$ cat src/rtl/wb_dma_master_pkg.sv
// Shared types and constants for the Wishbone DMA copy engine.
package wb_dma_master_pkg;

    typedef enum logic [2:0] {
        ST_IDLE  = 3'd0,
        ST_RD    = 3'd1,
        ST_WR    = 3'd2,
        ST_FIN   = 3'd3,
        ST_ABORT = 3'd4
    } dma_state_t;

    localparam logic [3:0]  WB_SEL_ALL = 4'hf;
    localparam logic [31:0] ADR_STEP   = 32'd4;

    function automatic logic [31:0] word_align(input logic [31:0] adr);
        return adr & ~32'h3;
    endfunction

endpackage

$ cat src/rtl/wb_dma_master_buf.sv
// Register FIFO holding one read chunk until it is written back out.
module wb_dma_master_buf #(
    parameter int DEPTH = 4
) (
    input  logic                      wb_clk_i,
    input  logic                      wb_rstn_i,
    input  logic                      push,
    input  logic                      pop,
    input  logic                      flush,
    input  logic [31:0]               din,
    output logic [31:0]               dout,
    output logic                      empty,
    output logic [$clog2(DEPTH):0]    count
);
    localparam int PW = $clog2(DEPTH);
    localparam int CW = PW + 1;

    logic [31:0]   mem [DEPTH];
    logic [PW-1:0] wr_ptr;
    logic [PW-1:0] rd_ptr;
    logic          push_ok;
    logic          pop_ok;

    assign push_ok = push & (count != CW'(DEPTH));
    assign pop_ok  = pop & ~empty;
    assign empty   = (count == '0);
    assign dout    = mem[rd_ptr];

    always_ff @(posedge wb_clk_i) begin
        if (push_ok) mem[wr_ptr] <= din;
    end

    // Pointers wrap naturally because DEPTH is a power of two.
    always_ff @(posedge wb_clk_i or negedge wb_rstn_i) begin
        if (!wb_rstn_i) begin
            wr_ptr <= '0;
            rd_ptr <= '0;
            count  <= '0;
        end else if (flush) begin
            wr_ptr <= '0;
            rd_ptr <= '0;
            count  <= '0;
        end else begin
            if (push_ok) wr_ptr <= wr_ptr + PW'(1);
            if (pop_ok)  rd_ptr <= rd_ptr + PW'(1);
            case ({push_ok, pop_ok})
                2'b10:   count <= count + CW'(1);
                2'b01:   count <= count - CW'(1);
                default: count <= count;
            endcase
        end
    end

endmodule

$ cat src/rtl/wb_dma_master.sv
// Wishbone initiator copying len_i words from src to dst, one buffered chunk at a time.
//  state | meaning
//  IDLE  | waiting for start_i
//  RD    | reading a chunk into the buffer (cyc low for one cycle on entry from WR)
//  WR    | writing the buffered chunk out
//  FIN   | pulse done_o, drop busy_o
//  ABORT | ack timeout seen, flush buffer
module wb_dma_master
    import wb_dma_master_pkg::*;
#(
    parameter int LEN_W     = 11,
    parameter int BUF_DEPTH = 4,
    parameter int TIMEOUT   = 255
) (
    input  logic             wb_clk_i,
    input  logic             wb_rstn_i,
    input  logic             start_i,
    input  logic [31:0]      src_adr_i,
    input  logic [31:0]      dst_adr_i,
    input  logic [LEN_W-1:0] len_i,
    output logic             busy_o,
    output logic             done_o,
    output logic             err_o,
    output logic             wbm_cyc_o,
    output logic             wbm_stb_o,
    output logic             wbm_we_o,
    output logic [3:0]       wbm_sel_o,
    output logic [31:0]      wbm_adr_o,
    output logic [31:0]      wbm_dat_o,
    input  logic [31:0]      wbm_dat_i,
    input  logic             wbm_ack_i
);
    localparam int CW = $clog2(BUF_DEPTH) + 1;

    dma_state_t       state;
    logic [31:0]      src_adr;
    logic [31:0]      dst_adr;
    logic [LEN_W-1:0] remaining;
    logic [7:0]       to_cnt;

    logic             ack_hit;
    logic             timed_out;
    logic             rd_last;
    logic             buf_push;
    logic             buf_pop;
    logic             buf_flush;
    logic             buf_empty;
    logic [31:0]      buf_dout;
    logic [CW-1:0]    buf_count;

    // Acks are only meaningful while stb is up; anything else is stale.
    assign ack_hit   = wbm_stb_o & wbm_ack_i;
    assign timed_out = wbm_stb_o & ~wbm_ack_i & (to_cnt == 8'(TIMEOUT));
    assign buf_push  = (state == ST_RD) & ack_hit;
    assign buf_pop   = (state == ST_WR) & ack_hit & ~buf_empty;
    assign buf_flush = (state == ST_ABORT);

    // Remaining only shrinks in WR, so during RD it bounds the chunk directly.
    assign rd_last = (buf_count == CW'(BUF_DEPTH - 1)) ||
                     ((LEN_W'(buf_count) + LEN_W'(1)) == remaining);

    wb_dma_master_buf #(.DEPTH(BUF_DEPTH)) u_buf (
        .wb_clk_i  (wb_clk_i),
        .wb_rstn_i (wb_rstn_i),
        .push      (buf_push),
        .pop       (buf_pop),
        .flush     (buf_flush),
        .din       (wbm_dat_i),
        .dout      (buf_dout),
        .empty     (buf_empty),
        .count     (buf_count)
    );

    always_ff @(posedge wb_clk_i or negedge wb_rstn_i) begin
        if (!wb_rstn_i) begin
            state     <= ST_IDLE;
            src_adr   <= '0;
            dst_adr   <= '0;
            remaining <= '0;
            to_cnt    <= '0;
            busy_o    <= 1'b0;
            done_o    <= 1'b0;
            err_o     <= 1'b0;
            wbm_cyc_o <= 1'b0;
            wbm_stb_o <= 1'b0;
            wbm_we_o  <= 1'b0;
            wbm_sel_o <= '0;
            wbm_adr_o <= '0;
            wbm_dat_o <= '0;
        end else begin
            done_o <= 1'b0;
            err_o  <= 1'b0;
            if ((state == ST_RD || state == ST_WR) && timed_out) begin
                wbm_cyc_o <= 1'b0;
                wbm_stb_o <= 1'b0;
                wbm_we_o  <= 1'b0;
                wbm_sel_o <= '0;
                wbm_adr_o <= '0;
                wbm_dat_o <= '0;
                err_o     <= 1'b1;
                busy_o    <= 1'b0;
                to_cnt    <= '0;
                state     <= ST_ABORT;
            end else begin
                case (state)
                    ST_IDLE: begin
                        if (start_i) begin
                            if (len_i == '0) begin
                                done_o <= 1'b1;
                            end else begin
                                src_adr   <= word_align(src_adr_i);
                                dst_adr   <= word_align(dst_adr_i);
                                remaining <= len_i;
                                busy_o    <= 1'b1;
                                wbm_cyc_o <= 1'b1;
                                wbm_stb_o <= 1'b1;
                                wbm_we_o  <= 1'b0;
                                wbm_sel_o <= WB_SEL_ALL;
                                wbm_adr_o <= word_align(src_adr_i);
                                to_cnt    <= '0;
                                state     <= ST_RD;
                            end
                        end
                    end
                    ST_RD: begin
                        if (ack_hit) begin
                            src_adr   <= src_adr + ADR_STEP;
                            wbm_stb_o <= 1'b0;
                            wbm_sel_o <= '0;
                            to_cnt    <= '0;
                            if (rd_last) begin
                                wbm_cyc_o <= 1'b0;
                                state     <= ST_WR;
                            end
                        end else if (wbm_stb_o) begin
                            to_cnt <= to_cnt + 8'd1;
                        end else begin
                            wbm_cyc_o <= 1'b1;
                            wbm_stb_o <= 1'b1;
                            wbm_we_o  <= 1'b0;
                            wbm_sel_o <= WB_SEL_ALL;
                            wbm_adr_o <= src_adr;
                            to_cnt    <= '0;
                        end
                    end
                    ST_WR: begin
                        if (ack_hit) begin
                            dst_adr   <= dst_adr + ADR_STEP;
                            remaining <= remaining - LEN_W'(1);
                            wbm_stb_o <= 1'b0;
                            wbm_sel_o <= '0;
                            wbm_dat_o <= '0;
                            to_cnt    <= '0;
                            if (buf_count == CW'(1)) begin
                                wbm_cyc_o <= 1'b0;
                                wbm_we_o  <= 1'b0;
                                state     <= (remaining == LEN_W'(1)) ? ST_FIN : ST_RD;
                            end
                        end else if (wbm_stb_o) begin
                            to_cnt <= to_cnt + 8'd1;
                        end else begin
                            wbm_cyc_o <= 1'b1;
                            wbm_stb_o <= 1'b1;
                            wbm_we_o  <= 1'b1;
                            wbm_sel_o <= WB_SEL_ALL;
                            wbm_adr_o <= dst_adr;
                            wbm_dat_o <= buf_dout;
                            to_cnt    <= '0;
                        end
                    end
                    ST_FIN: begin
                        done_o <= 1'b1;
                        busy_o <= 1'b0;
                        state  <= ST_IDLE;
                    end
                    ST_ABORT: begin
                        remaining <= '0;
                        state     <= ST_IDLE;
                    end
                    default: state <= ST_IDLE;
                endcase
            end
        end
    end

endmodule

$ cat config.mk
export PLATFORM = sky130hd
export DESIGN_NAME = wb_dma_master
export DESIGN_NICKNAME = d
export VERILOG_FILES = /design/src/rtl/wb_dma_master_pkg.sv /design/src/rtl/wb_dma_master_buf.sv /design/src/rtl/wb_dma_master.sv
export SDC_FILE = /design/constraint.sdc
export NUM_CORES = 1
export LEC_CHECK = 0
export BUFFER_PORTS_ARGS = -buffer_cell sky130_fd_sc_hd__buf_4
export CORE_AREA = 2 2 153 155
export CTS_CLUSTER_DIAMETER = 200
export DETAILED_ROUTE_END_ITERATION = 8
export DIE_AREA = 0 0 155 157
export GPL_ROUTABILITY_DRIVEN = 0
export GPL_TIMING_DRIVEN = 0
export PLACE_DENSITY = 0.94
export SYNTH_ARGS = -nofsm -noshare
export SYNTH_HDL_FRONTEND = slang
export SYNTH_SLANG_ARGS = --single-unit
$ cat constraint.sdc
create_clock -name wb_clk_i -period 5.6 [get_ports wb_clk_i]
set_clock_uncertainty 0.1 [all_clocks]
set_input_delay 0.56 -clock wb_clk_i [delete_from_list [all_inputs] [get_ports wb_clk_i]]
set_output_delay 0.56 -clock wb_clk_i [all_outputs]
set_load 0.02 [all_outputs]
Word-level counts from Yosys, hierarchy flattened --
Memory sizes are Yosys's and may differ from the RTL's. Cells that the tools add are included.
Word-level totals: flip-flop bits (word level) 167, RAM bits 128, input port bits 111, word-level logic and storage cells 175, memories 1
Operators by class: add/subtract/negate cells 9, eq/ne operators 31, muxes and demuxes 78, bitwise logic cells 11, reductions and logical operators 28
Memories:
- u_buf.mem | words 4, width 32, rd ports 1, clocked after Yosys merged registers in 0, write ports 1, line wb_dma_master_buf.sv:18 | logic [31:0] mem [DEPTH];
Operators by type and width (number):
- two-way mux 32 bit | 15
- case mux 32 bit (2 select lines) | 2
- case mux 32 bit (3 select lines) | 1
- adder 32 x 3 -> 32 bit, second input constant | 2
- two-way mux 8 bit | 5
- two-way mux 11 bit | 3
- case mux 11 bit (3 select lines) | 1
- two-way mux 1 bit | 24
- two-way mux 3 bit | 8
- inequality test 3 x 2 -> 1 bit, second input constant | 7
- two-way mux 4 bit | 5
- AND reduction 5 bit | 4
- case mux 8 bit (2 select lines) | 1
- AND reduction 7 bit | 2
- nonzero test 3 bit | 4
- == test 11 x 1 -> 1 bit, second input constant | 1
- == test 4 x 11 -> 1 bit | 1
- logical NOT 11 bit | 1
- subtractor 11 x 1 -> 11 bit, second input constant | 1
- two-way mux 2 bit | 5
- nonzero test 2 bit | 5
- == test 3 x 2 -> 1 bit, second input constant | 3
- inequality test 3 bit, second input constant | 3
- case mux 3 bit (3 select lines) | 1
- 29 further kinds | 52

Longest topological paths before layout --
depth in word-level cells 7, mapped depth 9

Hierarchy --
A second synthesis with hierarchy kept.
Unflattened totals: cells, all modules 1165, area, all modules 13758.2 µm²
By module, submodules not included:
- wb_dma_master | times used 1, cells each 936, area each 8592.0 µm²
- wb_dma_master_buf | times used 1, cells each 229, area each 5166.2 µm²

Least setup slack after synthesis --
OpenSTA, ideal clock, no wires.
path kind reg2reg, start point register state[2], end point memory u_buf.mem[0][0], enable pin, arrival 2305 ps, slack 2803 ps, cell stages (with the launch flop) 6, path buffers 2, period minus slack after synthesis 2797 ps, cell sequence dfrtp_1 -> buf_2 -> or3b_1 -> clkbuf_1 -> a211oi_2 -> and2_1
Between the ends: longest elaborated chain between the ends 5
Ends and longest elaborated chain:
- start, declared | line wb_dma_master.sv:35 | dma_state_t state;
- start signal, assigned | line wb_dma_master.sv:157 | state <= (remaining == LEN_W'(1)) ? ST_FIN : ST_RD;
- == test 3 x 1 -> 1 bit | line wb_dma_master.sv:54 | assign buf_push = (state == ST_RD) & ack_hit;
- bitwise AND 1 bit | line wb_dma_master.sv:54
- bitwise AND 1 bit | line wb_dma_master_buf.sv:24 | assign push_ok = push & (count != CW'(DEPTH));
- two-way mux 1 bit | line wb_dma_master_buf.sv:30 | if (push_ok) mem[wr_ptr] <= din;
- two-way mux 1 bit (not written as such) | line wb_dma_master_buf.sv:30
- end, declared | line wb_dma_master_buf.sv:18
No other way between the ends.

Worst setup path after layout --
start point register state[0], end point memory u_buf.mem[0][27], enable pin
Same word-level chain as after synthesis.

==> reports/metrics.yaml <==
cts:
  clk_pin_slew_ns: 0.06
  root_buffer: "clkbuf_16"
  cts_buffers: 29
  cts_tree: "yes"
  post_cts_buffers: 0
  clock_latency_ns: 0.56
  cts_num_sinks: 287
  ctsLongestPathBuffers: 3
  htree_levels: 1
detailed_routing:
  wl_met1_um: 13700
  vias_per_cell: 6.83
  drtAntennaViolNets: 0
  drtPass1Iterations: 9
  vias: 11400
  drt_first_iter_violations: 1682
  avgRoutedWirePerCell_um: 24.0
  met3_length_um: 4620
  drc: 0
  dr_wl_met2_um: 19100
  wirelength_um: 40000
  routed.top_layer: "met5"
final_layout:
  final_common_cell: "buf_4"
  final_area_mm2: 0.0161
  fill_cells: 1387
  multi_input_area_mm2: 0.00508
  layout_common_cells: "buf_4, dfrtp_1, edfxtp_1"
  drive_gt1_share_pct: 23.8
  layout.nets: 1483
  stdcell_count: 1666
  regArea_mm2: 0.00782
  syn2layout_area_growth_pct: 20.7
  n_antenna_cell: 0
grt:
  grt_pass1_vias: 11300
  grt_usage_pct: 32.9
  antenna_found_initial: 1
  grt_max_degree: 115
  grt_pass1_wl_um: 61800
  grt.overflow.total: 0
yosys:
  synthDistinctLibCells: 75
  synth-edff-count: 128
  yosys_register_bits: 287
  yosys.area.top_type: "dfrtp_1"
  synth_fp_nets: 1271
  ys_seq_area_share_pct: 58.6
  synth_compound_area_share_pct: 19.2
  synth_top_family_by_area: "compound AO/OA/AOI/OAI gates"
  async_flop_share_pct: 55.4
  yosysWarnings: 0
  yosys_most_used_dff: "dfrtp_1"
  synth_area_leaders: "dfrtp_1, edfxtp_1, mux4_2"
  synthSimpleGateAreaFrac_pct: 11.2
  synth_fa_ha_area_share_pct: 1.31
  syn_inst: 1146
  synth_top_area_share_pct: 29.8
  synth_xor_area_share_pct: 0.525
  synth_mux_area_share_pct: 5.79
  postSynthAreaPerCell_um2: 11.6
  syn-cell-area_mm2: 0.0133
setup_path:
  worst-setup-path-type: "flip-flop to flip-flop"
  start_kind: "flip-flop"
  max_stage_delay_ns: 0.83
  end_kind: "flip-flop"
  crit_path_top_delay_cell: "and2_2"
  critical_path_required_ns: 5.69
  cp_max_fo: 32
  arrival_ns: 3.21
  crit_chain: "buf_2, or3b_1, clkbuf_1, a211oi_2, and2_2"
sta:
  finalCritPeriodShare_pct: 55.8
  drv_slew: 0
  tightest_slew_ns: 0.918
  fmax_ghz: 0.320
  rsz0062_at_grt: "no"
  tns_ns: 0
  post-route-min-period_ns: 3.12
  slew_headroom_pct: 38.8
  finalHoldViolCount: 0
  final-setup-viol-count: 0
pwr:
  power_density_mw_per_mm2: 596
  vdd_drop_max_v: 0.000438
  p_leak_nw: 6.48
placement:
  dp_hpwl_um: 26700
  port_buffers: 179
  dpl.cell_count: 1611
  place_area_mm2: 0.0151
run:
  maxCapViolCount: 0
floorplanning:
  io_pins: 185
  start_util_pct: 59.3
  die-area_mm2: 0.0243
  num_rows: 55
  die_x_um: 155
  coreArea_mm2: 0.0225
  die_height_um: 157
status:
  status: "finished, final reports clean"
min_path:
  hp-class: "input port to flip-flop"
-- synth_stat cells, drive strengths merged (3+ instances only) --
library cell  instances
a211oi                7
a21o                  5
a21oi               123
a22o                 40
a22oi                16
a2bb2oi              16
a31oi                 8
a32oi                 6
and2                  8
and3                 14
and4                  6
buf                  45
clkbuf               34
dfrtp               159
edfxtp              128
ha                   14
inv                  21
mux2i                 4
mux4                 32
nand2               120
nand2b                3
nand3                37
nand4                13
nor2                 64
nor3                 16
nor3b                 5
nor4                  6
o21ai                91
o22a                 13
o22ai                37
o2bb2ai               3
o31ai                12
o32ai                 4
or3                   6
xnor2                 4
xor2                  4
-- cell type report --
class	instances	share of cell area [%]
Sequential cell	287	48.6
Inverter	21	0.490
Timing Repair Buffer	181	8.62
Multi-Input combinational cell	759	31.5
Tap cell	285	2.21
Buffer	79	2.29
Clock inverter	9	0.699
Clock buffer	45	5.56
-- power by group --
group	total [mW]	leakage, nW	internal (mW)	switching, mW
Combinational	4.19	2.89	1.63	2.56
Clock	2.02	0.493	1.19	0.831
Sequential	3.38	3.09	2.81	0.573
Total	9.59	6.48	5.63	3.96
-- cells by family after synthesis --
logic type,after synthesis
simple gates,305
compound gates,395
xor+xnor,8
mux,37
fa+ha+maj,14
buf+inv,100
flops,287
-- flip-flops by register name, indices dropped and copies added (netlist names) --
signal        count
wbm_stb_o         1
err_o             1
u_buf.wr_ptr      2
dst_adr          30
wbm_we_o          1
u_buf.mem       128
wbm_dat_o        32
u_buf.rd_ptr      2
state             3
remaining        11
wbm_adr_o        31
src_adr          30
done_o            1
busy_o            1
to_cnt            8
u_buf.count       3
wbm_sel_o         1
wbm_cyc_o         1
-- path summary, 6_finish.rpt --
| path | depth (start not counted) | slack (ns) | endpoint | start |
|---|---|---|---|---|
| setup / recovery | 5 | 2.48 | u_buf.mem[0][27] | state[0] |
| hold / removal | 1 | 0.1 | u_buf.mem[2][29] | wbm_dat_i[29] |
| setup reg to reg | 5 | 2.48 | u_buf.mem[0][27] | state[0] |
| hold reg to reg | 2 | 0.39 | wbm_adr_o[27] | wbm_adr_o[27] |
| max in group asynchronous | 3 | 4.08 | src_adr[4] | wb_rstn_i |
| min in group asynchronous | 2 | 0.38 | wbm_adr_o[24] | wb_rstn_i |
-- timing repair --
item                                    4_1_cts  5_1_grt
resized for setup                             0        0
hold buffers                                  1        0
endpoints found under the setup margin        0        0
endpoints found under the hold margin        45        0
-- worst max-delay path: cells and delay by family (launching register included) --
kind / cells / cell delay [ns]
buf+inv: 2 / 0.54
compound gates: 1 / 0.53
flops: 1 / 0.36
simple gates: 2 / 1.19
-- per-stage QoR --
stage          power [mW]  worst slack, ns  hold slack, ns  util, %
5_1_grt              10.0             2.37          0.0877     71.6
6_report             9.59             2.48          0.0968     71.6
4_1_cts              9.46             2.54          0.0854     71.6
3_3_place_gp         7.17             2.02           0.363     66.9
3_5_place_dp         7.39             2.56           0.377     67.0
2_1_floorplan        6.00             2.80           0.164        -
-- layer usage --
metal  GRT usage [%]  vias to the layer above
li1                -                     4809
met1            39.6                     5412
met2            55.7                      906
met3            7.82                      251
met4            17.2                        2
met5               0                        -
Power figures use the tool's default switching activity.
